[src/rtl/random_range_fifo_if.sv]
// Bundle of sample-input, range-limit and FWFT-output signals for random_range_fifo.
// reject_count is present only when RANDOM_RANGE_STATS_EN is defined.
interface random_range_fifo_if #(
    parameter int WIDTH = 8,
    parameter int DEPTH = 8
);
    localparam int LW = $clog2(DEPTH) + 1;

    logic [WIDTH-1:0] rnd_in;
    logic             enable;
    logic [WIDTH-1:0] limit;
    logic [WIDTH-1:0] out_data;
    logic             out_valid;
    logic             out_ready;
    logic [LW-1:0]    level;
    logic             src_stuck;
`ifdef RANDOM_RANGE_STATS_EN
    logic [15:0]      reject_count;
`endif

    // master: LFSR source plus downstream consumer
    modport master (
`ifdef RANDOM_RANGE_STATS_EN
        input  reject_count,
`endif
        output rnd_in, enable, limit, out_ready,
        input  out_data, out_valid, level, src_stuck
    );

    modport slave (
`ifdef RANDOM_RANGE_STATS_EN
        output reject_count,
`endif
        input  rnd_in, enable, limit, out_ready,
        output out_data, out_valid, level, src_stuck
    );
endinterface

[src/rtl/random_range_fifo.sv]
// Mask-and-reject range reduction of LFSR samples into an FWFT FIFO, with stuck-source detection.
// Optional reject statistics counter enabled by defining RANDOM_RANGE_STATS_EN.
module random_range_fifo #(
    parameter int DEPTH        = 8,
    parameter int WIDTH        = 8,
    parameter int STUCK_CYCLES = 16
) (
    input  logic                 clk,
    input  logic                 rst,
    random_range_fifo_if.slave   bus
);
    localparam int AW = $clog2(DEPTH);
    localparam int LW = AW + 1;
    localparam int SW = $clog2(STUCK_CYCLES + 1);

    logic [WIDTH-1:0] mem [DEPTH];
    logic [AW-1:0]    wr_ptr_reg, wr_ptr_next;
    logic [AW-1:0]    rd_ptr_reg, rd_ptr_next;
    logic [LW-1:0]    count_reg, count_next;
    logic [WIDTH-1:0] head_reg, head_next;

    logic [WIDTH-1:0] mask;
    logic [WIDTH-1:0] cand;
    logic             full;
    logic             empty;
    logic             reject;
    logic             push;
    logic             pop;

    logic [WIDTH-1:0] prev_reg;
    logic [SW-1:0]    stuck_cnt_reg, stuck_cnt_next;
    logic             src_stuck_reg;

    // Smear limit's top set bit downward to get the smallest all-ones mask covering it
    always_comb begin
        mask = bus.limit;
        for (int i = 1; i < WIDTH; i++) begin
            mask = mask | (bus.limit >> i);
        end
    end

    assign cand   = bus.rnd_in & mask;
    assign full   = (count_reg == LW'(DEPTH));
    assign empty  = (count_reg == '0);
    assign reject = bus.enable && (cand > bus.limit);
    assign push   = bus.enable && !reject && !full;
    assign pop    = !empty && bus.out_ready;

    always_comb begin
        wr_ptr_next = push ? wr_ptr_reg + 1'b1 : wr_ptr_reg;
        rd_ptr_next = pop  ? rd_ptr_reg + 1'b1 : rd_ptr_reg;
        count_next  = count_reg;
        case ({push, pop})
            2'b10:   count_next = count_reg + 1'b1;
            2'b01:   count_next = count_reg - 1'b1;
            default: count_next = count_reg;
        endcase
        // Bypass the RAM when the new head is the entry being written this edge
        head_next = (push && (wr_ptr_reg == rd_ptr_next)) ? cand : mem[rd_ptr_next];
    end

    always_ff @(posedge clk) begin
        if (push) begin
            mem[wr_ptr_reg] <= cand;
        end
    end

    always_ff @(posedge clk or posedge rst) begin
        if (rst) begin
            wr_ptr_reg <= '0;
            rd_ptr_reg <= '0;
            count_reg  <= '0;
            head_reg   <= '0;
        end else begin
            wr_ptr_reg <= wr_ptr_next;
            rd_ptr_reg <= rd_ptr_next;
            count_reg  <= count_next;
            head_reg   <= head_next;
        end
    end

    always_comb begin
        stuck_cnt_next = '0;
        if (bus.rnd_in == prev_reg) begin
            stuck_cnt_next = (stuck_cnt_reg == SW'(STUCK_CYCLES)) ? stuck_cnt_reg
                                                                 : stuck_cnt_reg + 1'b1;
        end
    end

    always_ff @(posedge clk or posedge rst) begin
        if (rst) begin
            prev_reg      <= '0;
            stuck_cnt_reg <= '0;
            src_stuck_reg <= 1'b0;
        end else begin
            prev_reg      <= bus.rnd_in;
            stuck_cnt_reg <= stuck_cnt_next;
            src_stuck_reg <= (stuck_cnt_next == SW'(STUCK_CYCLES));
        end
    end

`ifdef RANDOM_RANGE_STATS_EN
    logic [15:0] reject_count_reg;

    // Full-FIFO drops are not rejects and are deliberately not counted
    always_ff @(posedge clk or posedge rst) begin
        if (rst) begin
            reject_count_reg <= '0;
        end else if (reject && (reject_count_reg != 16'hFFFF)) begin
            reject_count_reg <= reject_count_reg + 16'd1;
        end
    end

    assign bus.reject_count = reject_count_reg;
`endif

    assign bus.out_data  = head_reg;
    assign bus.out_valid = !empty;
    assign bus.level     = count_reg;
    assign bus.src_stuck = src_stuck_reg;
endmodule

[src/flat_wrapper.sv]
// flat-port wrapper written by rule: the top's interface ports become plain ports
module random_range_fifo_flat 
#(
    parameter int DEPTH        = 8,
    parameter int WIDTH        = 8,
    parameter int STUCK_CYCLES = 16
)
  (clk, rst, bus_rnd_in, bus_enable, bus_limit, bus_out_ready, bus_out_data, bus_out_valid, bus_level, bus_src_stuck);
  random_range_fifo_if #(.WIDTH(WIDTH), .DEPTH(DEPTH)) bus_i ();
  input  logic clk;
  input  logic rst;
  input wire logic [$bits(bus_i.rnd_in)-1:0] bus_rnd_in;
  input wire logic [$bits(bus_i.enable)-1:0] bus_enable;
  input wire logic [$bits(bus_i.limit)-1:0] bus_limit;
  input wire logic [$bits(bus_i.out_ready)-1:0] bus_out_ready;
  output wire logic [$bits(bus_i.out_data)-1:0] bus_out_data;
  output wire logic [$bits(bus_i.out_valid)-1:0] bus_out_valid;
  output wire logic [$bits(bus_i.level)-1:0] bus_level;
  output wire logic [$bits(bus_i.src_stuck)-1:0] bus_src_stuck;
  assign bus_i.rnd_in = bus_rnd_in;
  assign bus_i.enable = bus_enable;
  assign bus_i.limit = bus_limit;
  assign bus_i.out_ready = bus_out_ready;
  assign bus_out_data = bus_i.out_data;
  assign bus_out_valid = bus_i.out_valid;
  assign bus_level = bus_i.level;
  assign bus_src_stuck = bus_i.src_stuck;
  random_range_fifo #(.DEPTH(DEPTH), .WIDTH(WIDTH), .STUCK_CYCLES(STUCK_CYCLES)) u_core (.clk(clk), .rst(rst), .bus(bus_i));
endmodule
[config.mk]
export PLATFORM = sky130hd
export DESIGN_NAME = random_range_fifo_flat
export DESIGN_NICKNAME = d
export VERILOG_FILES = /design/src/rtl/random_range_fifo_if.sv /design/src/rtl/random_range_fifo.sv /design/src/flat_wrapper.sv
export SDC_FILE = /design/constraint.sdc
export NUM_CORES = 1
export LEC_CHECK = 0
export CAP_MARGIN = 30
export CORE_AREA = 8 8 173 109
export DETAILED_ROUTE_END_ITERATION = 16
export DIE_AREA = 0 0 181 117
export PLACE_DENSITY = 0.5
export SLEW_MARGIN = 5
export SYNTH_ARGS = -nofsm -noshare
export SYNTH_HDL_FRONTEND = slang
export SYNTH_SLANG_ARGS = --single-unit
[constraint.sdc]
create_clock -name clk -period 2.9 [get_ports clk]
set_clock_uncertainty 0.15 [all_clocks]
set_input_delay 0.87 -clock clk [delete_from_list [all_inputs] [get_ports clk]]
set_output_delay 0.87 -clock clk [all_outputs]
set_load 0.02 [all_outputs]
==> impl_metrics.xml <==
<?xml version="1.0" encoding="UTF-8"?>
<metrics>
  <group name="synth">
    <metric name="synth_area_per_inst" unit="µm²">14.49</metric>
    <metric name="postSynth.asyncResetShare" unit="">0.3333</metric>
    <metric name="yosysTopAreaCellShare" unit="">0.4007</metric>
    <metric name="mappedNetlistNets" unit="">365</metric>
    <metric name="synth_adder_area_share" unit="">0.03652</metric>
    <metric name="synth_simple_gate_area_frac" unit="">0.09523</metric>
    <metric name="synth.yosys.seq_area_share" unit="">0.5677</metric>
    <metric name="cell_types_occupying_the_most_area_after_synthesis" unit="">sky130_fd_sc_hd__edfxtp_1 40%, sky130_fd_sc_hd__dfrtp_1 17%, sky130_fd_sc_hd__mux4_2 15%</metric>
    <metric name="post_synth_xor_area_fraction" unit="">0.04592</metric>
    <metric name="ys_ff_latch" unit="">96</metric>
    <metric name="post-synth-top-area-cell" unit="">sky130_fd_sc_hd__edfxtp_1</metric>
    <metric name="syn_inst" unit="">331</metric>
    <metric name="yosysWarningCount" unit="">0</metric>
    <metric name="synth-compound-area-share" unit="">0.04931</metric>
    <metric name="synthesis.area" unit="mm²">0.004796</metric>
    <metric name="synthMuxAreaShare" unit="">0.1756</metric>
    <metric name="main_combinational_cell_family_by_area_after_synthesis" unit="">multiplexers</metric>
    <metric name="synth_flop_cell" unit="">sky130_fd_sc_hd__edfxtp_1</metric>
    <metric name="synth_edf_count" unit="">64</metric>
    <metric name="netlist-cell-type-count" unit="">48</metric>
  </group>
  <group name="global_route">
    <metric name="grt_first_pass_wirelength" unit="µm">19380</metric>
    <metric name="grt_max_degree" unit="">33</metric>
    <metric name="groute.usage.overall" unit="">0.1222</metric>
    <metric name="number_of_antenna_violations_at_the_first_check_in_global_routing" unit="">0</metric>
    <metric name="grt_pass1_vias" unit="">3262</metric>
    <metric name="overflow" unit="">0</metric>
  </group>
  <group name="power">
    <metric name="total_power" unit="mW">6.076</metric>
    <metric name="power.density" unit="mW/mm²">927.1</metric>
    <metric name="power_leakage" unit="nW">2.492</metric>
    <metric name="worst_vdd_rail_ir_drop" unit="V">0.0005244</metric>
  </group>
  <group name="sta">
    <metric name="fin_crit_sh" unit="">1.293</metric>
    <metric name="post_route_setup_slack" unit="ps">-850.8</metric>
    <metric name="tightestPinTransition" unit="ps">477.3</metric>
    <metric name="slew_viol_final" unit="">0</metric>
    <metric name="setup_repair_after_global_routing_missed_its_margin" unit="">yes</metric>
    <metric name="maxClockFrequency" unit="MHz">266.6</metric>
    <metric name="report.final.setup_viol" unit="">79</metric>
    <metric name="setup_tns" unit="ps">-57930</metric>
    <metric name="worst_slew_margin_rel" unit="">0.6818</metric>
    <metric name="count_of_endpoints_failing_hold_in_the_final_timing_report" unit="">0</metric>
    <metric name="timing.final.crit_period" unit="ps">3751</metric>
    <metric name="whs" unit="ps">390.7</metric>
  </group>
  <group name="hold_path">
    <metric name="timing.hold.worst.start" unit="">u_core.bus.level[3]$_DFFE_PP0P_</metric>
    <metric name="worstHoldPathCells" unit="">1</metric>
    <metric name="worst_hold_path.endpoint" unit="">u_core.bus.level[3]$_DFFE_PP0P_</metric>
    <metric name="hold_path_class" unit="">reg -&gt; reg</metric>
  </group>
  <group name="floorplan">
    <metric name="die_h" unit="µm">117</metric>
    <metric name="core.rowCount" unit="">37</metric>
    <metric name="num_io_pins" unit="">34</metric>
    <metric name="die_width" unit="µm">181</metric>
    <metric name="initial_core_util" unit="">0.2894</metric>
    <metric name="core_region_area" unit="mm²">0.01657</metric>
    <metric name="die_outline_area" unit="mm²">0.02118</metric>
  </group>
  <group name="critical_path">
    <metric name="worstPathArrival" unit="ps">3830</metric>
    <metric name="reg2reg_setup_slack" unit="ps">310</metric>
    <metric name="cp.required" unit="ps">2980</metric>
    <metric name="worstPathMaxFanout" unit="">8</metric>
    <metric name="critical_path.most_common_cell" unit="">sky130_fd_sc_hd__buf_6</metric>
    <metric name="timing.critical_path.cells" unit="">buf_6 &gt; inv_2 &gt; nand4_1 &gt; or4_4 &gt; and2_4 &gt; ha_4 &gt; nor2b_4 &gt; o211ai_1 &gt; a21oi_1 &gt; a211oi_2 &gt; o211a_1 &gt; buf_6 &gt; buf_6 &gt; buf_8 &gt; buf_6 &gt; o2111ai_4 &gt; buf_12 &gt; mux2_2</metric>
    <metric name="critical-path-top-delay-family" unit="">simple AND/OR/NAND/NOR gates</metric>
    <metric name="crit_type" unit="">in -&gt; reg</metric>
    <metric name="crit_slowest_cell" unit="">sky130_fd_sc_hd__or4_4</metric>
    <metric name="crit_path_max_incr_delay" unit="ps">440</metric>
    <metric name="worstSetupEndpointType" unit="">flip-flop</metric>
    <metric name="crit-reg2reg-launch" unit="">u_core.bus.level[3]$_DFFE_PP0P_</metric>
    <metric name="start_kind" unit="">primary input</metric>
    <metric name="crit_buf_inv" unit="">7</metric>
    <metric name="worstReg2RegEnd" unit="">u_core.bus.level[2]$_DFFE_PP0P_</metric>
    <metric name="worstRegToRegCells" unit="">11</metric>
  </group>
  <group name="cts">
    <metric name="h-tree-depth" unit="">3</metric>
    <metric name="cts_made_buffers" unit="">9</metric>
    <metric name="clock_tree.buffer_depth" unit="">2</metric>
    <metric name="hold_buffers" unit="">0</metric>
    <metric name="tritoncts" unit="">built</metric>
    <metric name="cts.reportedPaths.clkPinSlew" unit="ps">60</metric>
    <metric name="numClockSinks" unit="">96</metric>
    <metric name="root_buffer" unit="">sky130_fd_sc_hd__clkbuf_16</metric>
    <metric name="worst_skew_pair.late_latency" unit="ps">350</metric>
  </group>
  <group name="drt">
    <metric name="avgViaCountPerCell" unit="">4.816</metric>
    <metric name="drt_pass1_iterations" unit="">4</metric>
    <metric name="detailedRoute.firstIterationViolations" unit="">204</metric>
    <metric name="detailroute.via_count" unit="">3159</metric>
    <metric name="route.antenna.remaining_nets" unit="">0</metric>
    <metric name="wl_per_cell" unit="µm">18.72</metric>
    <metric name="remaining_drc_errors" unit="">0</metric>
    <metric name="routed_wl" unit="µm">12280</metric>
  </group>
  <group name="final_layout">
    <metric name="finalNetCount" unit="">471</metric>
    <metric name="instances_no_fill" unit="">656</metric>
    <metric name="layout.cell_area.non_filler" unit="mm²">0.006554</metric>
    <metric name="antenna_cells_inserted" unit="">0</metric>
    <metric name="layout_overhead_on_the_synthesized_area" unit="%">36.66</metric>
    <metric name="layout-drive-gt1-share" unit="">0.3982</metric>
    <metric name="largest_reg_flops" unit="">64</metric>
  </group>
  <group name="placed_design">
    <metric name="dpl-instance-area" unit="mm²">0.006072</metric>
    <metric name="place_inst" unit="">629</metric>
    <metric name="port-buffer-count" unit="">33</metric>
    <metric name="gp_congestion" unit="">0.7704</metric>
    <metric name="place_hpwl" unit="µm">8652</metric>
  </group>
  <group name="status">
    <metric name="violations" unit="">setup timing</metric>
    <metric name="status" unit="">complete, but fails checks</metric>
  </group>
  <group name="job">
    <metric name="maxCapViolations" unit="">0</metric>
  </group>
</metrics>
timing repair:
action | 4_1_cts | 5_1_grt
buffers inserted | 8 | 5
pin swaps | 14 | 6
resized for setup | 39 | 24
endpoints found under the setup margin | 79 | 79
worst max path at each step:
stage	from	to	slack [ps]	depth (start not counted)
3_5_place_dp	bus_limit[7]	u_core.bus.level[3]$_DFFE_PP0P_	-1740	19
2_1_floorplan	bus_limit[7]	u_core.bus.level[2]$_DFFE_PP0P_	-1060	19
5_1_grt	bus_limit[6]	u_core.bus.level[2]$_DFFE_PP0P_	-1010	19
4_1_cts	bus_limit[7]	u_core.bus.level[2]$_DFFE_PP0P_	-950	19
6_report	bus_limit[6]	u_core.bus.out_data[5]$_DFF_PP0_	-850	18
3_3_place_gp	bus_limit[7]	u_core.bus.level[3]$_DFFE_PP0P_	-1660	19
kinds of logic (layout without fill, tap and decap cells):
logic type / after synthesis / after routing
flip-flops: 96 / 96
buffers and inverters: 30 / 141
multiplexers: 43 / 43
adder cells (fa/ha/maj): 14 / 14
XOR/XNOR: 23 / 23
AND/OR/NAND/NOR: 92 / 92
AO/OA/AOI/OAI: 33 / 33
final cells by class:
class                      count  area, µm²
fill                        1549      10020
sequential                    96       2723
multi-input combinational    205       2150
timing repair buffer         109       1046
tap                          214      267.8
clock buffer                   9      225.2
inverter                      16      80.08
clock inverter                 7      62.56
through the flow:
| step | utilization | setup WS (ps) |
|---|---|---|
| after floorplan | - | -1056 |
| after global placement | 0.3664 | -1660 |
| after detailed placement | 0.3664 | -1741 |
| after CTS | 0.3906 | -945.9 |
| after global routing | 0.3954 | -1005 |
| final | 0.3954 | -850.8 |
cell usage in the layout, fill, tap and decap left out, types with 9 or more instances in the layout:
master                            count
sky130_fd_sc_hd__buf_4               58
sky130_fd_sc_hd__clkbuf_16            9
sky130_fd_sc_hd__nand2_1             37
sky130_fd_sc_hd__dfrtp_1             32
sky130_fd_sc_hd__mux4_2              32
sky130_fd_sc_hd__ha_1                10
sky130_fd_sc_hd__xor2_1              18
sky130_fd_sc_hd__clkdlybuf4s50_1     26
sky130_fd_sc_hd__nor2_1               9
sky130_fd_sc_hd__edfxtp_1            64
sky130_fd_sc_hd__buf_6               12
power by group:
group	internal [mW]	total [mW]	leakage, nW	switching [mW]
clock network	0.659	1.17	0.136	0.506
logic	1.56	3.02	1.39	1.47
registers	1.72	1.89	0.970	0.167
total	3.94	6.08	2.49	2.14
per-layer routing:
layer,wire length (µm),vias up,GRT usage,part of all wire
li1,-,1471,-,-
met1,6193,1635,0.1724,0.50
met2,5526,43,0.1878,0.45
met3,431,10,0.02836,0.035
met4,131,0,0.03154,0.011
met5,0,-,0,0
synth_stat cells, drive strengths merged, types with 2 or more instances:
library cell / instances
a21oi: 5
a31oi: 7
and2: 3
and3: 7
buf: 10
clkbuf: 4
dfrtp: 32
edfxtp: 64
ha: 14
inv: 16
mux2: 9
mux2i: 2
mux4: 32
nand2: 44
nand3: 5
nand3b: 2
nand4: 2
nor2: 11
nor3: 7
nor3b: 2
nor4: 2
o2111ai: 2
o21a: 2
o21ai: 6
o22ai: 3
o31a: 2
or4: 3
xnor2: 4
xor2: 19
Power figures use the tool's default switching activity.
